## config.mk

```make
export PLATFORM = sky130hd
export DESIGN_NAME = crc_stream_flat
export DESIGN_NICKNAME = d
export VERILOG_FILES = /design/src/rtl/crc_stream_if.sv /design/src/rtl/crc_stream.sv /design/src/flat_wrapper.sv
export SDC_FILE = /design/constraint.sdc
export NUM_CORES = 1
export LEC_CHECK = 0
export ABC_AREA = 1
export BUFFER_PORTS_ARGS = -buffer_cell sky130_fd_sc_hd__buf_2
export CAP_MARGIN = 30
export CORE_MARGIN = 4
export CORE_UTILIZATION = 58
export DETAILED_ROUTE_END_ITERATION = 16
export GPL_TIMING_DRIVEN = 0
export HOLD_SLACK_MARGIN = 0.02
export PLACE_DENSITY = 0.85
export RECOVER_POWER = 100
export SYNTH_ARGS = -nofsm -noshare
export SYNTH_HDL_FRONTEND = slang
export SYNTH_SLANG_ARGS = --single-unit
```

## constraint.sdc

```tcl
create_clock -name clk -period 4.4 [get_ports clk]
set_input_delay 0 -clock clk [delete_from_list [all_inputs] [get_ports clk]]
set_output_delay 0 -clock clk [all_outputs]
set_load 0.05 [all_outputs]
```

## src/rtl/crc_stream_if.sv

```systemverilog
// Handshake bundle for the streaming CRC engine: an input beat channel
// (s_*), a synchronous abort (clear) and a result channel (m_*).
// The producer/consumer side uses master; the engine itself uses slave.
interface crc_stream_if #(
   parameter int DATA_W = 32,
   parameter int CRC_W  = 10,
   parameter int CNT_W  = 16
);
   logic              s_valid;
   logic              s_ready;
   logic [DATA_W-1:0] s_data;
   logic              s_last;
   logic              clear;
   logic              m_valid;
   logic              m_ready;
   logic [CRC_W-1:0]  m_crc;
   logic [CNT_W-1:0]  m_beats;

   modport master (
      output s_valid, s_data, s_last, clear, m_ready,
      input  s_ready, m_valid, m_crc, m_beats
   );

   modport slave (
      input  s_valid, s_data, s_last, clear, m_ready,
      output s_ready, m_valid, m_crc, m_beats
   );
endinterface

```

## src/rtl/crc_stream.sv

```systemverilog
// Parametrised streaming CRC engine. Folds a whole DATA_W-bit beat per
// cycle, counts beats (saturating) and hands back the finished CRC and
// beat count over a valid/ready result channel.
module crc_stream #(
   parameter int               CRC_W       = 10,
   parameter logic [CRC_W-1:0] POLY        = 10'h233,
   parameter int               DATA_W      = 32,
   parameter logic [CRC_W-1:0] INIT        = '0,
   parameter logic [CRC_W-1:0] XOR_OUT     = '0,
   parameter bit               LSB_FIRST   = 1'b0,
   parameter bit               REFLECT_OUT = 1'b0,
   parameter int               CNT_W       = 16
) (
   input logic         clk,
   input logic         rst_n,
   crc_stream_if.slave bus
);

   typedef enum logic [1:0] {IDLE, RUN, DONE} state_t;

   state_t             r_state;
   state_t             w_stateNext;
   logic [CRC_W-1:0]   r_crc;
   logic [CRC_W-1:0]   w_crcNext;
   logic [CNT_W-1:0]   r_cnt;
   logic [CNT_W-1:0]   w_cntNext;
   logic               r_mValid;
   logic               w_mValidNext;
   logic [CRC_W-1:0]   r_mCrc;
   logic [CNT_W-1:0]   r_mBeats;
   logic               w_loadResult;
   logic               w_sReady;
   logic               w_accept;
   logic [CRC_W-1:0]   w_stepBase;
   logic [CRC_W-1:0]   w_stepped;
   logic [CRC_W-1:0]   w_result;
   logic [CNT_W-1:0]   w_cntInc;

   // Galois (non-augmented) CRC update over every bit of one beat,
   // unrolled so the whole beat folds in a single cycle.
   function automatic logic [CRC_W-1:0] crcStep(input logic [CRC_W-1:0] base,
                                                input logic [DATA_W-1:0] data);
      logic [CRC_W-1:0] c;
      logic             b;
      logic             fb;
      c = base;
      for (int i = 0; i < DATA_W; i++) begin
         b  = LSB_FIRST ? data[i] : data[DATA_W-1-i];
         fb = c[CRC_W-1] ^ b;
         c  = (c << 1) ^ (fb ? POLY : '0);
      end
      return c;
   endfunction

   // Bit reversal used for reflected-output CRC variants.
   function automatic logic [CRC_W-1:0] reverseBits(input logic [CRC_W-1:0] c);
      logic [CRC_W-1:0] r;
      r = '0;
      for (int i = 0; i < CRC_W; i++) begin
         r[i] = c[CRC_W-1-i];
      end
      return r;
   endfunction

   // Datapath: a frame's first beat starts from INIT, later beats from the
   // running register; the count saturates so long frames never wrap.
   always_comb begin
      w_sReady   = (r_state != DONE);
      w_accept   = bus.s_valid && w_sReady;
      w_stepBase = (r_state == IDLE) ? INIT : r_crc;
      w_stepped  = crcStep(w_stepBase, bus.s_data);
      w_result   = (REFLECT_OUT ? reverseBits(w_stepped) : w_stepped) ^ XOR_OUT;
      if (r_state == IDLE) begin
         w_cntInc = CNT_W'(1);
      end else if (r_cnt == '1) begin
         w_cntInc = r_cnt;
      end else begin
         w_cntInc = r_cnt + CNT_W'(1);
      end
   end

   // Next-state logic: clear beats accept while collecting, but a finished
   // result in DONE is always delivered before going back to IDLE.
   always_comb begin
      w_stateNext  = r_state;
      w_crcNext    = r_crc;
      w_cntNext    = r_cnt;
      w_mValidNext = r_mValid;
      w_loadResult = 1'b0;
      case (r_state)
         IDLE, RUN: begin
            if (bus.clear) begin
               w_stateNext = IDLE;
               w_crcNext   = INIT;
               w_cntNext   = '0;
            end else if (w_accept) begin
               w_crcNext = w_stepped;
               w_cntNext = w_cntInc;
               if (bus.s_last) begin
                  w_loadResult = 1'b1;
                  w_mValidNext = 1'b1;
                  w_stateNext  = DONE;
               end else begin
                  w_stateNext = RUN;
               end
            end
         end
         DONE: begin
            if (r_mValid && bus.m_ready) begin
               w_mValidNext = 1'b0;
               w_crcNext    = INIT;
               w_cntNext    = '0;
               w_stateNext  = IDLE;
            end
         end
         default: begin
            w_stateNext  = IDLE;
            w_crcNext    = INIT;
            w_cntNext    = '0;
            w_mValidNext = 1'b0;
         end
      endcase
   end

   // State, running CRC and count registers; reset drops any partial frame.
   always_ff @(posedge clk or negedge rst_n) begin
      if (!rst_n) begin
         r_state  <= IDLE;
         r_crc    <= INIT;
         r_cnt    <= '0;
         r_mValid <= 1'b0;
      end else begin
         r_state  <= w_stateNext;
         r_crc    <= w_crcNext;
         r_cnt    <= w_cntNext;
         r_mValid <= w_mValidNext;
      end
   end

   // Result registers load only when the last beat is taken, so they stay
   // stable for the whole time the result is waiting in DONE.
   always_ff @(posedge clk or negedge rst_n) begin
      if (!rst_n) begin
         r_mCrc   <= '0;
         r_mBeats <= '0;
      end else if (w_loadResult) begin
         r_mCrc   <= w_result;
         r_mBeats <= w_cntInc;
      end
   end

   assign bus.s_ready = w_sReady;
   assign bus.m_valid = r_mValid;
   assign bus.m_crc   = r_mCrc;
   assign bus.m_beats = r_mBeats;

endmodule

```

## src/flat_wrapper.sv

```systemverilog
// flat-port wrapper written by rule: the top's interface ports become plain ports
module crc_stream_flat 
#(
   parameter int               CRC_W       = 10,
   parameter logic [CRC_W-1:0] POLY        = 10'h233,
   parameter int               DATA_W      = 32,
   parameter logic [CRC_W-1:0] INIT        = '0,
   parameter logic [CRC_W-1:0] XOR_OUT     = '0,
   parameter bit               LSB_FIRST   = 1'b0,
   parameter bit               REFLECT_OUT = 1'b0,
   parameter int               CNT_W       = 16
)
  (clk, rst_n, bus_s_valid, bus_s_data, bus_s_last, bus_clear, bus_m_ready, bus_s_ready, bus_m_valid, bus_m_crc, bus_m_beats);
  crc_stream_if #(.DATA_W(DATA_W), .CRC_W(CRC_W), .CNT_W(CNT_W)) bus_i ();
  input logic clk;
  input logic rst_n;
  input wire logic [$bits(bus_i.s_valid)-1:0] bus_s_valid;
  input wire logic [$bits(bus_i.s_data)-1:0] bus_s_data;
  input wire logic [$bits(bus_i.s_last)-1:0] bus_s_last;
  input wire logic [$bits(bus_i.clear)-1:0] bus_clear;
  input wire logic [$bits(bus_i.m_ready)-1:0] bus_m_ready;
  output wire logic [$bits(bus_i.s_ready)-1:0] bus_s_ready;
  output wire logic [$bits(bus_i.m_valid)-1:0] bus_m_valid;
  output wire logic [$bits(bus_i.m_crc)-1:0] bus_m_crc;
  output wire logic [$bits(bus_i.m_beats)-1:0] bus_m_beats;
  assign bus_i.s_valid = bus_s_valid;
  assign bus_i.s_data = bus_s_data;
  assign bus_i.s_last = bus_s_last;
  assign bus_i.clear = bus_clear;
  assign bus_i.m_ready = bus_m_ready;
  assign bus_s_ready = bus_i.s_ready;
  assign bus_m_valid = bus_i.m_valid;
  assign bus_m_crc = bus_i.m_crc;
  assign bus_m_beats = bus_i.m_beats;
  crc_stream #(.CRC_W(CRC_W), .POLY(POLY), .DATA_W(DATA_W), .INIT(INIT), .XOR_OUT(XOR_OUT), .LSB_FIRST(LSB_FIRST), .REFLECT_OUT(REFLECT_OUT), .CNT_W(CNT_W)) u_core (.clk(clk), .rst_n(rst_n), .bus(bus_i));
endmodule
```

==> impl_metrics.yaml <==
route:
  routed_wl_um: 10800
  drt_first_pass_iters: 5
  wl_met2_um: 4980
  dr_wl_met3_um: 630
  wl_met1_um: 5180
  top_layer: "met4"
  remaining_drc_errors: 0
  drtIter0Drc: 282
  antenna_left: 0
  viasPerCell: 5.28
  wl_per_cell_um: 13.2
  num_vias: 4354
synth:
  syn_nets: 688
  synth-seq-cells: 55
  synth_ff_type: "dfrtp_1"
  synth_area_leaders: "dfrtp_1 33%, nand2_1 20%, nand3_1 8.5%, inv_1 7.0%, nand2_2 5.9%"
  synth.avg_cell_area_um2: 6.51
  yosys.area.top_type: "dfrtp_1"
  synth_top_area_frac: 0.326
  yosys_warnings: 0
  synthMostInstantiatedCell: "nand2_1"
  synth_edf_count: 0
  synth_cell_types: 33
  synth_commonest_cells: "227 x nand2_1, 79 x inv_1, 72 x nand3_1"
  synth_seq_area_share: 0.326
  synthArstFlopShare: 1.00
  netlist_area_um2: 4220
  syn_inst: 649
timing:
  period_share: 0.858
  drv_slew: 35
  worst_clock_skew_ns: 0.0109
  relSlewSlack: -0.196
  fin_hold_ws_ns: 0.177
  hold_viol: 0
  worstMarginPinSlew_ns: 1.79
  final.min_clock_period_ns: 3.78
  rsz0062_at_grt: "no"
  tns_ns: 0
  finalSetupViolCount: 0
  fmax_ghz: 0.265
floorplanning:
  start_util: 0.608
  dieWidth_um: 93.3
  die_area_um2: 8710
  rows: 30
  coreArea_um2: 6940
  dieHeight_um: 93.3
  ios: 66
grt:
  grt_max_degree: 35
  gr-total-overflow: 0
  grt_pass1_wl_um: 17700
  grt_usage: 0.248
  antenna_found_initial: 0
  grt_pass1_vias: 3889
min_path:
  hold_path_class: "input port to flip-flop"
cells_and_area:
  final_nets: 766
  n_fill_cell: 642
  area_growth_pct: 12.7
  diodes: 0
  final_util: 0.685
  drive_gt1_frac: 0.150
worst_setup_path:
  crit_type: "flip-flop to flip-flop"
  required_ns: 4.60
  crit_top_cell: "nand2_1"
  arrival_ns: 3.98
  max_stage_delay_ns: 0.43
  crit_path_end_kind: "flip-flop"
  path_max_fanout: 10
  slowest_stage: "dfrtp_1"
  crit_path_start_kind: "flip-flop"
clock_network:
  post_cts_resized: 0
  root_buffer: "clkbuf_8"
  clkLatencyLatePin_ns: 0.31
  clk_pin_slew_worst_paths_ns: 0.09
  numCtsBuffers: 5
  cts_max_path_buffers: 2
  cts_max_level: 2
  cts_tree: "done"
  cts.sink_count: 55
flow_run:
  cap_violations: 1
place:
  gp_congestion: 0.951
  io_buffers: 65
  place_hpwl_um: 8530
outcome:
  violations: "capacitance limit, slew limit"
  outcome: "finished, violations left"
through the flow:
| stage | instance area (µm²) | setup slack (ns) | cells |
|---|---|---|---|
| 2_1_floorplan | 4220 | 1.30 | 649 |
| 3_3_place_gp | 4670 | 0.922 | 810 |
| 3_5_place_dp | 4690 | 0.783 | 811 |
| 4_1_cts | 4840 | 0.754 | 824 |
| 5_1_grt | 4760 | 0.132 | 824 |
| 6_report | 4760 | 0.623 | 824 |
critical path: cells and delay by family, from the launching register on:
family,cells,cell delay [ns]
buffers and inverters,5,0.48
and+or+nand+nor,30,2.73
DFF,1,0.43
kinds of logic after synthesis:
kind of cell	after synthesis	synth area share
simple gates	392	0.417
compound gates	70	0.0910
fa+ha+maj	1	0.00296
flops	55	0.326
buf+inv	105	0.0984
xor+xnor	26	0.0646
flip-flops by register name (all words and copies together), names as in the netlist:
register / flops
u_core.r_crc: 10
u_core.r_cnt: 16
u_core.bus.m_crc: 10
u_core.r_state: 2
u_core.bus.m_beats: 16
u_core.bus.m_valid: 1
final timing paths:
check / end / slack (ns) / startpoint / cells past startpoint
min: u_core.r_crc[7]$_DFFE_PN0P_ / 0.18 / bus_clear / 6
max reg2reg: u_core.r_crc[9]$_DFFE_PN0P_ / 0.62 / u_core.r_state[1]$_DFFE_PN0P_ / 35
min in group asynchronous: u_core.r_cnt[9]$_DFFE_PN0P_ / 0.45 / rst_n / 2
max: u_core.r_crc[9]$_DFFE_PN0P_ / 0.62 / u_core.r_state[1]$_DFFE_PN0P_ / 35
min reg2reg: u_core.bus.m_beats[4]$_DFFE_PN0P_ / 0.49 / u_core.bus.m_beats[4]$_DFFE_PN0P_ / 2
max in group asynchronous: u_core.bus.m_beats[2]$_DFFE_PN0P_ / 1.70 / rst_n / 3
layout make-up:
cell class	count	area [µm²]	share of cell area
buffer	13	68.8	0.0145
clock buffer	6	82.6	0.0174
clock inverter	2	16.3	0.00342
inverter	92	345	0.0726
multi-input combinational	489	2410	0.506
sequential	55	1380	0.289
tap	96	120	0.0252
timing repair buffer	71	343	0.0720
cells in the final DEF (no fill, tap or decap), types with 18 or more instances in the layout:
cell      netlist  layout
buf_2           2      37
clkbuf_1        8      39
dfrtp_1        55      55
inv_1          79      80
nand2_1       227     231
nand2_2        40      36
nand3_1        72      72
nor2_1         24      24
o21ai_0        42      43
xor2_1         16      18
per-layer routing:
layer	vias up	GRT usage
met3	7	0.0410
met4	0	0.0317
met2	121	0.400
li1	2204	-
met5	-	0
met1	2022	0.361
timing repair:
item	in CTS	in global routing
hold buffers	5	0
buffers inserted	0	0
endpoints found under the hold margin	24	0
Power is not shown: default switching activity piles up to over one toggle a cycle in this logic, so the estimate is an artifact.
